[config.mk]
export PLATFORM = sky130hd
export DESIGN_NAME = game_frame_tx_flat
export DESIGN_NICKNAME = d
export VERILOG_FILES = /design/src/rtl/game_frame_tx_if.sv /design/src/rtl/game_frame_tx.sv /design/src/flat_wrapper.sv
export SDC_FILE = /design/constraint.sdc
export NUM_CORES = 1
export LEC_CHECK = 0
export BUFFER_PORTS_ARGS = -buffer_cell sky130_fd_sc_hd__buf_2
export CAP_MARGIN = 0
export CORE_MARGIN = 8
export CORE_UTILIZATION = 43
export CTS_CLUSTER_DIAMETER = 50
export DETAILED_ROUTE_END_ITERATION = 7
export PLACE_DENSITY = 0.65
export SKIP_LAST_GASP = 1
export SYNTH_ARGS = -nofsm -noshare
export SYNTH_HDL_FRONTEND = slang
export SYNTH_SLANG_ARGS = --single-unit
[constraint.sdc]
create_clock -name clk -period 2.4 [get_ports clk]
set_input_delay 0.6 -clock clk [delete_from_list [all_inputs] [get_ports clk]]
set_output_delay 0.6 -clock clk [all_outputs]
set_load 0.02 [all_outputs]
[src/rtl/game_frame_tx_if.sv]
// Byte stream handshake between the frame packer and the UART transmitter.
// The master holds byte_data stable while byte_valid waits for byte_ready.
interface game_frame_tx_if;
    logic [7:0] byte_data;
    logic       byte_valid;
    logic       byte_ready;

    modport master (
        output byte_data,
        output byte_valid,
        input  byte_ready
    );

    modport slave (
        input  byte_data,
        input  byte_valid,
        output byte_ready
    );
endinterface

[src/rtl/game_frame_tx.sv]
// game_frame_tx: captures N_FIELDS game-state fields and streams sync+payload bytes.
// Define FRAME_CHECKSUM_EN to append a mod-256 payload checksum byte.
module game_frame_tx #(
    parameter int unsigned N_FIELDS  = 4,
    parameter int unsigned FIELD_W   = 12,
    parameter logic [7:0]  SYNC_BYTE = 8'hA5
) (
    input  logic                        clk,
    input  logic                        rst,
    input  logic                        snap_req,
    input  logic [N_FIELDS*FIELD_W-1:0] fields_in,
    game_frame_tx_if.master             tx,
    output logic                        busy,
    output logic                        frame_done,
    output logic [7:0]                  drop_cnt
);
    localparam int unsigned SW = N_FIELDS * FIELD_W;
    localparam int unsigned IW = (N_FIELDS > 1) ? $clog2(N_FIELDS) : 1;

`ifdef FRAME_CHECKSUM_EN
    typedef enum logic [1:0] {S_IDLE, S_SYNC, S_DATA, S_CSUM} state_t;
`else
    typedef enum logic [1:0] {S_IDLE, S_SYNC, S_DATA} state_t;
`endif

    state_t        state_q, state_d;
    logic [SW-1:0] shadow_q, shadow_d;
    logic [IW-1:0] idx_q, idx_d;
    logic          half_q, half_d;
    logic [7:0]    byte_data_q, byte_data_d;
    logic          byte_valid_q, byte_valid_d;
    logic          busy_q, busy_d;
    logic          frame_done_q, frame_done_d;
    logic [7:0]    drop_q, drop_d;
`ifdef FRAME_CHECKSUM_EN
    logic [7:0]    acc_q, acc_d;
`endif

    logic          xfer;
    logic [IW-1:0] idx_nxt;
    logic [15:0]   first_w, cur_w, nxt_w;

    // Fields are zero-extended to a 16-bit word before splitting into bytes.
    function automatic logic [15:0] field_word(
        input logic [SW-1:0] s,
        input logic [IW-1:0] k
    );
        logic [15:0] w;
        w = '0;
        for (int i = 0; i < N_FIELDS; i++) begin
            if (k == IW'(i)) w[FIELD_W-1:0] = s[i*FIELD_W +: FIELD_W];
        end
        return w;
    endfunction

    always_comb begin
        state_d      = state_q;
        shadow_d     = shadow_q;
        idx_d        = idx_q;
        half_d       = half_q;
        byte_data_d  = byte_data_q;
        byte_valid_d = byte_valid_q;
        busy_d       = busy_q;
        frame_done_d = 1'b0;
        drop_d       = drop_q;
`ifdef FRAME_CHECKSUM_EN
        acc_d        = acc_q;
`endif
        xfer    = byte_valid_q && tx.byte_ready;
        idx_nxt = idx_q + 1'b1;
        first_w = field_word(shadow_q, '0);
        cur_w   = field_word(shadow_q, idx_q);
        nxt_w   = field_word(shadow_q, idx_nxt);

        if (snap_req && busy_q && drop_q != 8'hFF) drop_d = drop_q + 8'd1;

        unique case (state_q)
            S_IDLE: begin
                if (snap_req) begin
                    shadow_d     = fields_in;
`ifdef FRAME_CHECKSUM_EN
                    acc_d        = '0;
`endif
                    state_d      = S_SYNC;
                    byte_data_d  = SYNC_BYTE;
                    byte_valid_d = 1'b1;
                    busy_d       = 1'b1;
                end
            end
            S_SYNC: begin
                if (xfer) begin
                    state_d     = S_DATA;
                    idx_d       = '0;
                    half_d      = 1'b1;
                    byte_data_d = first_w[15:8];
                end
            end
            S_DATA: begin
                if (xfer) begin
`ifdef FRAME_CHECKSUM_EN
                    acc_d = acc_q + byte_data_q;
`endif
                    if (half_q) begin
                        half_d      = 1'b0;
                        byte_data_d = cur_w[7:0];
                    end else if (idx_q == IW'(N_FIELDS - 1)) begin
`ifdef FRAME_CHECKSUM_EN
                        state_d      = S_CSUM;
                        byte_data_d  = acc_q + byte_data_q;
`else
                        state_d      = S_IDLE;
                        byte_data_d  = '0;
                        byte_valid_d = 1'b0;
                        busy_d       = 1'b0;
                        frame_done_d = 1'b1;
`endif
                    end else begin
                        idx_d       = idx_nxt;
                        half_d      = 1'b1;
                        byte_data_d = nxt_w[15:8];
                    end
                end
            end
`ifdef FRAME_CHECKSUM_EN
            S_CSUM: begin
                if (xfer) begin
                    state_d      = S_IDLE;
                    byte_data_d  = '0;
                    byte_valid_d = 1'b0;
                    busy_d       = 1'b0;
                    frame_done_d = 1'b1;
                end
            end
`endif
            default: state_d = S_IDLE;
        endcase
    end

    always_ff @(posedge clk or negedge rst) begin
        if (!rst) begin
            state_q      <= S_IDLE;
            shadow_q     <= '0;
            idx_q        <= '0;
            half_q       <= 1'b0;
            byte_data_q  <= '0;
            byte_valid_q <= 1'b0;
            busy_q       <= 1'b0;
            frame_done_q <= 1'b0;
            drop_q       <= '0;
`ifdef FRAME_CHECKSUM_EN
            acc_q        <= '0;
`endif
        end else begin
            state_q      <= state_d;
            shadow_q     <= shadow_d;
            idx_q        <= idx_d;
            half_q       <= half_d;
            byte_data_q  <= byte_data_d;
            byte_valid_q <= byte_valid_d;
            busy_q       <= busy_d;
            frame_done_q <= frame_done_d;
            drop_q       <= drop_d;
`ifdef FRAME_CHECKSUM_EN
            acc_q        <= acc_d;
`endif
        end
    end

    assign tx.byte_data  = byte_data_q;
    assign tx.byte_valid = byte_valid_q;
    assign busy          = busy_q;
    assign frame_done    = frame_done_q;
    assign drop_cnt      = drop_q;
endmodule

[src/flat_wrapper.sv]
// flat-port wrapper written by rule: the top's interface ports become plain ports
module game_frame_tx_flat 
#(
    parameter int unsigned N_FIELDS  = 4,
    parameter int unsigned FIELD_W   = 12,
    parameter logic [7:0]  SYNC_BYTE = 8'hA5
)
  (clk, rst, snap_req, fields_in, busy, frame_done, drop_cnt, tx_byte_data, tx_byte_valid, tx_byte_ready);
  game_frame_tx_if tx_i ();
  input  logic clk;
  input  logic rst;
  input  logic snap_req;
  input  logic [N_FIELDS*FIELD_W-1:0] fields_in;
  output logic busy;
  output logic frame_done;
  output logic [7:0] drop_cnt;
  output wire logic [$bits(tx_i.byte_data)-1:0] tx_byte_data;
  output wire logic [$bits(tx_i.byte_valid)-1:0] tx_byte_valid;
  input wire logic [$bits(tx_i.byte_ready)-1:0] tx_byte_ready;
  assign tx_byte_data = tx_i.byte_data;
  assign tx_byte_valid = tx_i.byte_valid;
  assign tx_i.byte_ready = tx_byte_ready;
  game_frame_tx #(.N_FIELDS(N_FIELDS), .FIELD_W(FIELD_W), .SYNC_BYTE(SYNC_BYTE)) u_core (.clk(clk), .rst(rst), .snap_req(snap_req), .fields_in(fields_in), .tx(tx_i), .busy(busy), .frame_done(frame_done), .drop_cnt(drop_cnt));
endmodule
# [Yosys cells after proc, flatten, opt, wreduce, memory -nomap -nowiden]
# Cells that the tools add are included.
[totals] reg_bits=71 out_inout_bits=19
[op_classes] addsub=2 n_eq_ne=15 n_mux=39 reduce_logical=15
[ops] cell="8-bit 2-to-1 mux" n=8
[ops] cell="12-bit 2-to-1 mux" n=4
[ops] cell="8-bit one-hot mux with 3 select lines" n=1
[ops] cell="2-bit 2-to-1 mux" n=9
[ops] cell="5-bit AND reduction" n=3
[ops] cell="1-bit 2-to-1 mux" n=12
[ops] cell="2-bit == test (second input constant)" n=5
[ops] cell="8-bit by 1-bit adder with 8-bit output (second input constant)" n=1
[ops] cell="8-bit != test (second input constant)" n=1
[ops] cell="2-bit by 1-bit == test with 1-bit output (second input constant)" n=3
[ops] cell="2-bit zero test" n=3
[ops] cell="2-bit by 1-bit != test with 1-bit output (second input constant)" n=3
[ops] cell="2-bit != test (second input constant)" n=3
[ops] cell="2-bit one-hot mux with 3 select lines" n=1
[ops] cell="4-bit 2-to-1 mux" n=1
[ops] cell="1-bit one-hot mux with 2 select lines" n=2
[ops] cell="2-bit one-hot mux with 2 select lines" n=1
[ops] cell="4-bit AND reduction" n=1
[ops] cell="2-bit nonzero test" n=2
[ops] cell="1-bit logical AND" n=3
[ops] cell="3-bit AND reduction" n=1
[ops] cell="3-bit nonzero test" n=1
[ops] cell="2-bit by 1-bit adder with 2-bit output (second input constant)" n=1
[ops] cell="2-bit AND reduction" n=1

# [Depth between registers and ports, before layout]
[depth] depth_word=10 mapped_depth=8

# [Least setup slack after synthesis]
# No wires, ideal clock.
[synth_path] path_type="flip-flop to flip-flop" start="register u_core.idx_q[0]" end="register u_core.byte_data_q[6] (netlist: u_core.tx.byte_data[6])" t_arrival_ns=1.557 required_time_ns=2.275 setup_slack_ns=0.718 path_stages_with_launch=8 path_buffers=1 period_less_slack_ns=1.682 path_cell_list="dfrtp_1 -> inv_1 -> ha_1 -> or2_1 -> buf_6 -> a221oi_2 -> nor3_1 -> mux2_2"
[synth_via] elab_chain_cells=8
[synth_rtl] item="start: declaration" line_no="game_frame_tx.sv:28" text="logic [IW-1:0] idx_q, idx_d;"
[synth_rtl] item="start signal: assignment" line_no="game_frame_tx.sv:156" text="idx_q <= idx_d;"
[synth_rtl] item="2-bit zero test" line_no="game_frame_tx.sv:51" text="if (k == IW'(i)) w[FIELD_W-1:0] = s[i*FIELD_W +: FIELD_W];"
[synth_rtl] item="8-bit 2-to-1 mux (3 in a row)" line_no="game_frame_tx.sv:51"
[synth_rtl] item="8-bit 2-to-1 mux (*)" line_no="game_frame_tx.sv:51"
[synth_rtl] item="8-bit 2-to-1 mux (*)" line_no="game_frame_tx.sv:103" text="if (half_q) begin"
[synth_rtl] item="8-bit 2-to-1 mux (*)" line_no="game_frame_tx.sv:99" text="if (xfer) begin"
[synth_rtl] item="8-bit one-hot mux with 3 select lines (*)" line_no="game_frame_tx.sv:77" text="unique case (state_q)"
[synth_rtl] item="end signal: assignment" line_no="game_frame_tx.sv:158" text="byte_data_q <= byte_data_d;"
[synth_rtl] item="end: declaration" line_no="game_frame_tx.sv:30" text="logic [7:0] byte_data_q, byte_data_d;"
# Every way passes the cells marked *; elsewhere a longest branch is shown, timed or not. The select of a mux whose other input is x is not followed.
# A chain may end at the register's enable or synchronous reset.

# [Final worst setup path]
[layout_path] start="register u_core.state_q[0]" end="register u_core.byte_data_q[1] (netlist: u_core.tx.byte_data[1])"
[layout_via] elab_chain_cells=3
[layout_rtl] item="start: declaration" line_no="game_frame_tx.sv:26" text="state_t state_q, state_d;"
[layout_rtl] item="start signal: assignment" line_no="game_frame_tx.sv:154" text="state_q <= state_d;"
[layout_rtl] item="2-bit == test (tied with other cells)" line_no="game_frame_tx.sv:77"
[layout_rtl] item="2-bit by 1-bit != test with 1-bit output (no source line) (tied with other cells)"
[layout_rtl] item="4-bit AND reduction (no source line)"
# Parallel ways exist; a longest one is shown, timed or not.

==> flow_summary.toml <==
[floorplanning]
dieArea_mm2 = 0.0109
die_w_um = 104
fp.dieH_um = 104
core_area_mm2 = 0.00765
start_util = 0.437
ios = 71
fp-row-count = 32

[cts]
cts_buffers = 9
clockRootBuffer = "clkbuf_8"
htree_levels = 3
cts_tree = "yes"
cts-hold-fix-buffers = 0
clock_latency_ns = 0.34
cts.clk_slew.worst_paths_ns = 0.07
clk_path_buf_depth = 2
postCtsSetupBuffers = 0
cts_sinks = 71
cts_resized = 0

[global_route]
grt_pass1_wl_mm = 12.5
grt_overflow = 0
track_usage = 0.144
grt_pass1_vias = 2455
grt_max_degree = 72
antenna_found_initial = 0

[synthesis]
synth_edf_count = 0
syn-cell-area_mm2 = 0.00334
yosys_warnings = 0
ys.flop_type = "dfrtp_1"
syn_avg_cell_area_um2 = 12.7
synth_nets = 327
syn_inst = 264
synth_seq_area_share = 0.531
ys_ff_latch = 71
async_reset_ff_frac = 1.00
synth_cell_types = 40

[detailed_routing]
ant_nets = 0
drt-initial-drc-count = 61
wirelength_mm = 7.46
vias = 2349
viasPerCell = 5.31
firstDrtPassIters = 4
wl_per_cell_um = 16.9
drc_errors = 0

[power_and_ir_drop]
pwr-share-seq = 0.425
ir_worst_vdd_mv = 0.520
switching_share = 0.371
internal_power_w = 0.00322
p_per_area_mw_per_mm2 = 1290
p_comb_frac = 0.412
power_w = 0.00512
power.leakage_nw = 1.80
power_frac_clock = 0.163
switching_power_w = 0.00190

[critical_path]
r2r_start = "u_core.state_q[0]"
reg2reg_to = "u_core.tx.byte_data[1]"
cp_max_fo = 14
critPathCaptureType = "flip-flop"
reg2reg_depth = 7
reg2reg_slack_ns = 0.40
startpoint_type = "flip-flop"
arrival_ns = 2.23
path_class = "flip-flop to flip-flop"
required_ns = 2.63

[sta]
setup_violations = 0
fin_crit_sh = 0.835
rsz0062_at_grt = "false"
min_period_ns = 2.00
fin_skew_ns = 0.00757
tightest_slew_ns = 0.658
max_freq_mhz = 499
slew_violations = 0
max-slew-margin-rel = 0.557
hold_violations = 0
fin_ws_ns = 0.396
fin_tns_setup_ns = 0

[finish]
drive_gt1_frac = 0.424
antenna_cells = 0
nNetsFinal = 398
final_common_cell = "dfrtp_1"
final_cell_mix = "dfrtp_1 (71), buf_2 (70), mux2_2 (50)"
final_area_mm2 = 0.00396
area.growth.synth_to_final_pct = 18.5

[worst_hold_path]
hp-class = "input pin to async pin"

[placement]
hpwl_mm = 5.62
pre_cts_ws_ns = 0.413
io_buffers = 70
routabilityCongestion = 0.785
place_area_mm2 = 0.00379

[flow_run]
max_cap_viol_count = 0

[status]
outcome = "completed"
-- state kept, by name, summed over array words and instances, names as in the netlist --
name	count
u_core.tx.byte_data	8
u_core.half_q	1
u_core.tx.byte_valid	1
u_core.idx_q	2
u_core.state_q	2
u_core.frame_done	1
u_core.shadow_q	48
u_core.drop_cnt	8
-- cells by family after synthesis --
group | count (synthesis) | synth area share
mux | 54 | 0.180
compound gates | 50 | 0.118
flops | 71 | 0.531
buf+inv | 22 | 0.0329
fa+ha+maj | 11 | 0.0412
xor+xnor | 7 | 0.0183
simple gates | 49 | 0.0775
-- power groups by stage --
stage / Clock (W) / Sequential [W] / Combinational [W]
after floorplan: 0 / 0.00216 / 0.00153
after global placement: 0 / 0.00219 / 0.00207
after detailed placement: 0 / 0.00220 / 0.00212
after CTS: 0.000859 / 0.00218 / 0.00213
after global routing: 0.000914 / 0.00225 / 0.00232
final: 0.000836 / 0.00217 / 0.00211
-- worst max-delay path by stage --
stage                 startpoint                endpoint  slack (ns)
6_report       u_core.state_q[0]  u_core.tx.byte_data[1]        0.40
5_1_grt        u_core.state_q[0]         u_core.idx_q[0]        0.17
4_1_cts          u_core.idx_q[1]  u_core.tx.byte_data[5]        0.40
3_5_place_dp   u_core.state_q[0]  u_core.tx.byte_data[2]        0.41
3_3_place_gp   u_core.state_q[0]  u_core.tx.byte_data[0]        0.49
2_1_floorplan    u_core.idx_q[0]  u_core.tx.byte_data[6]        0.72
-- final cells by class --
| cell class | count | area (µm²) |
|---|---|---|
| Fill cell | 716 | 3680 |
| Clock inverter | 3 | 18.8 |
| Inverter | 9 | 33.8 |
| Clock buffer | 13 | 149 |
| Timing Repair Buffer | 73 | 398 |
| Sequential cell | 71 | 1780 |
| Multi-Input combinational cell | 171 | 1460 |
| Tap cell | 102 | 128 |
-- cells in the mapped netlist, types with 2 or more instances --
cell type / instances / area, µm²
inv_1: 8 / 30.0
nor2b_1: 4 / 25.0
buf_2: 10 / 50.1
nand2b_1: 2 / 12.5
a221oi_1: 10 / 87.6
nand2_1: 21 / 78.8
nand4_1: 3 / 18.8
xnor2_1: 6 / 52.6
or2_1: 3 / 18.8
o32a_1: 6 / 60.1
mux2_2: 50 / 563
a21oi_1: 3 / 15.0
ha_1: 11 / 138
and3_1: 5 / 31.3
o22ai_1: 7 / 43.8
o21ai_1: 4 / 20.0
mux2i_1: 4 / 40.0
o21ai_0: 8 / 40.0
nand3_1: 2 / 10.0
dfrtp_1: 71 / 1780
nor2_1: 3 / 11.3
o221ai_1: 4 / 35.0
buf_4: 2 / 15.0
-- critical path: stages (launching register included) --
cell	delay (ns)
dfrtp_1	0.38
inv_1	0.08
ha_1	0.39
a2bb2oi_2	0.25
nor3_4	0.30
buf_4	0.23
mux2i_1	0.18
o21ai_1	0.08
-- per-layer routing --
layer | wire length (µm) | share of wire | global-route usage | up-vias
met3 | 455 | 0.061 | 0.0502 | 9
met1 | 3440 | 0.46 | 0.183 | 1173
met5 | 0 | 0 | 0 | -
met2 | 3460 | 0.46 | 0.221 | 55
li1 | - | - | - | 1112
met4 | 108 | 0.014 | 0.0527 | 0
-- per-stage QoR --
step           hold WS [ns]  std cells   util
2_1_floorplan         0.304        264      -
3_3_place_gp          0.476        426  0.496
3_5_place_dp          0.485        426  0.496
4_1_cts               0.278        442  0.518
5_1_grt               0.296        442  0.518
6_report              0.263        442  0.518
(Power assumes the default switching activity.)
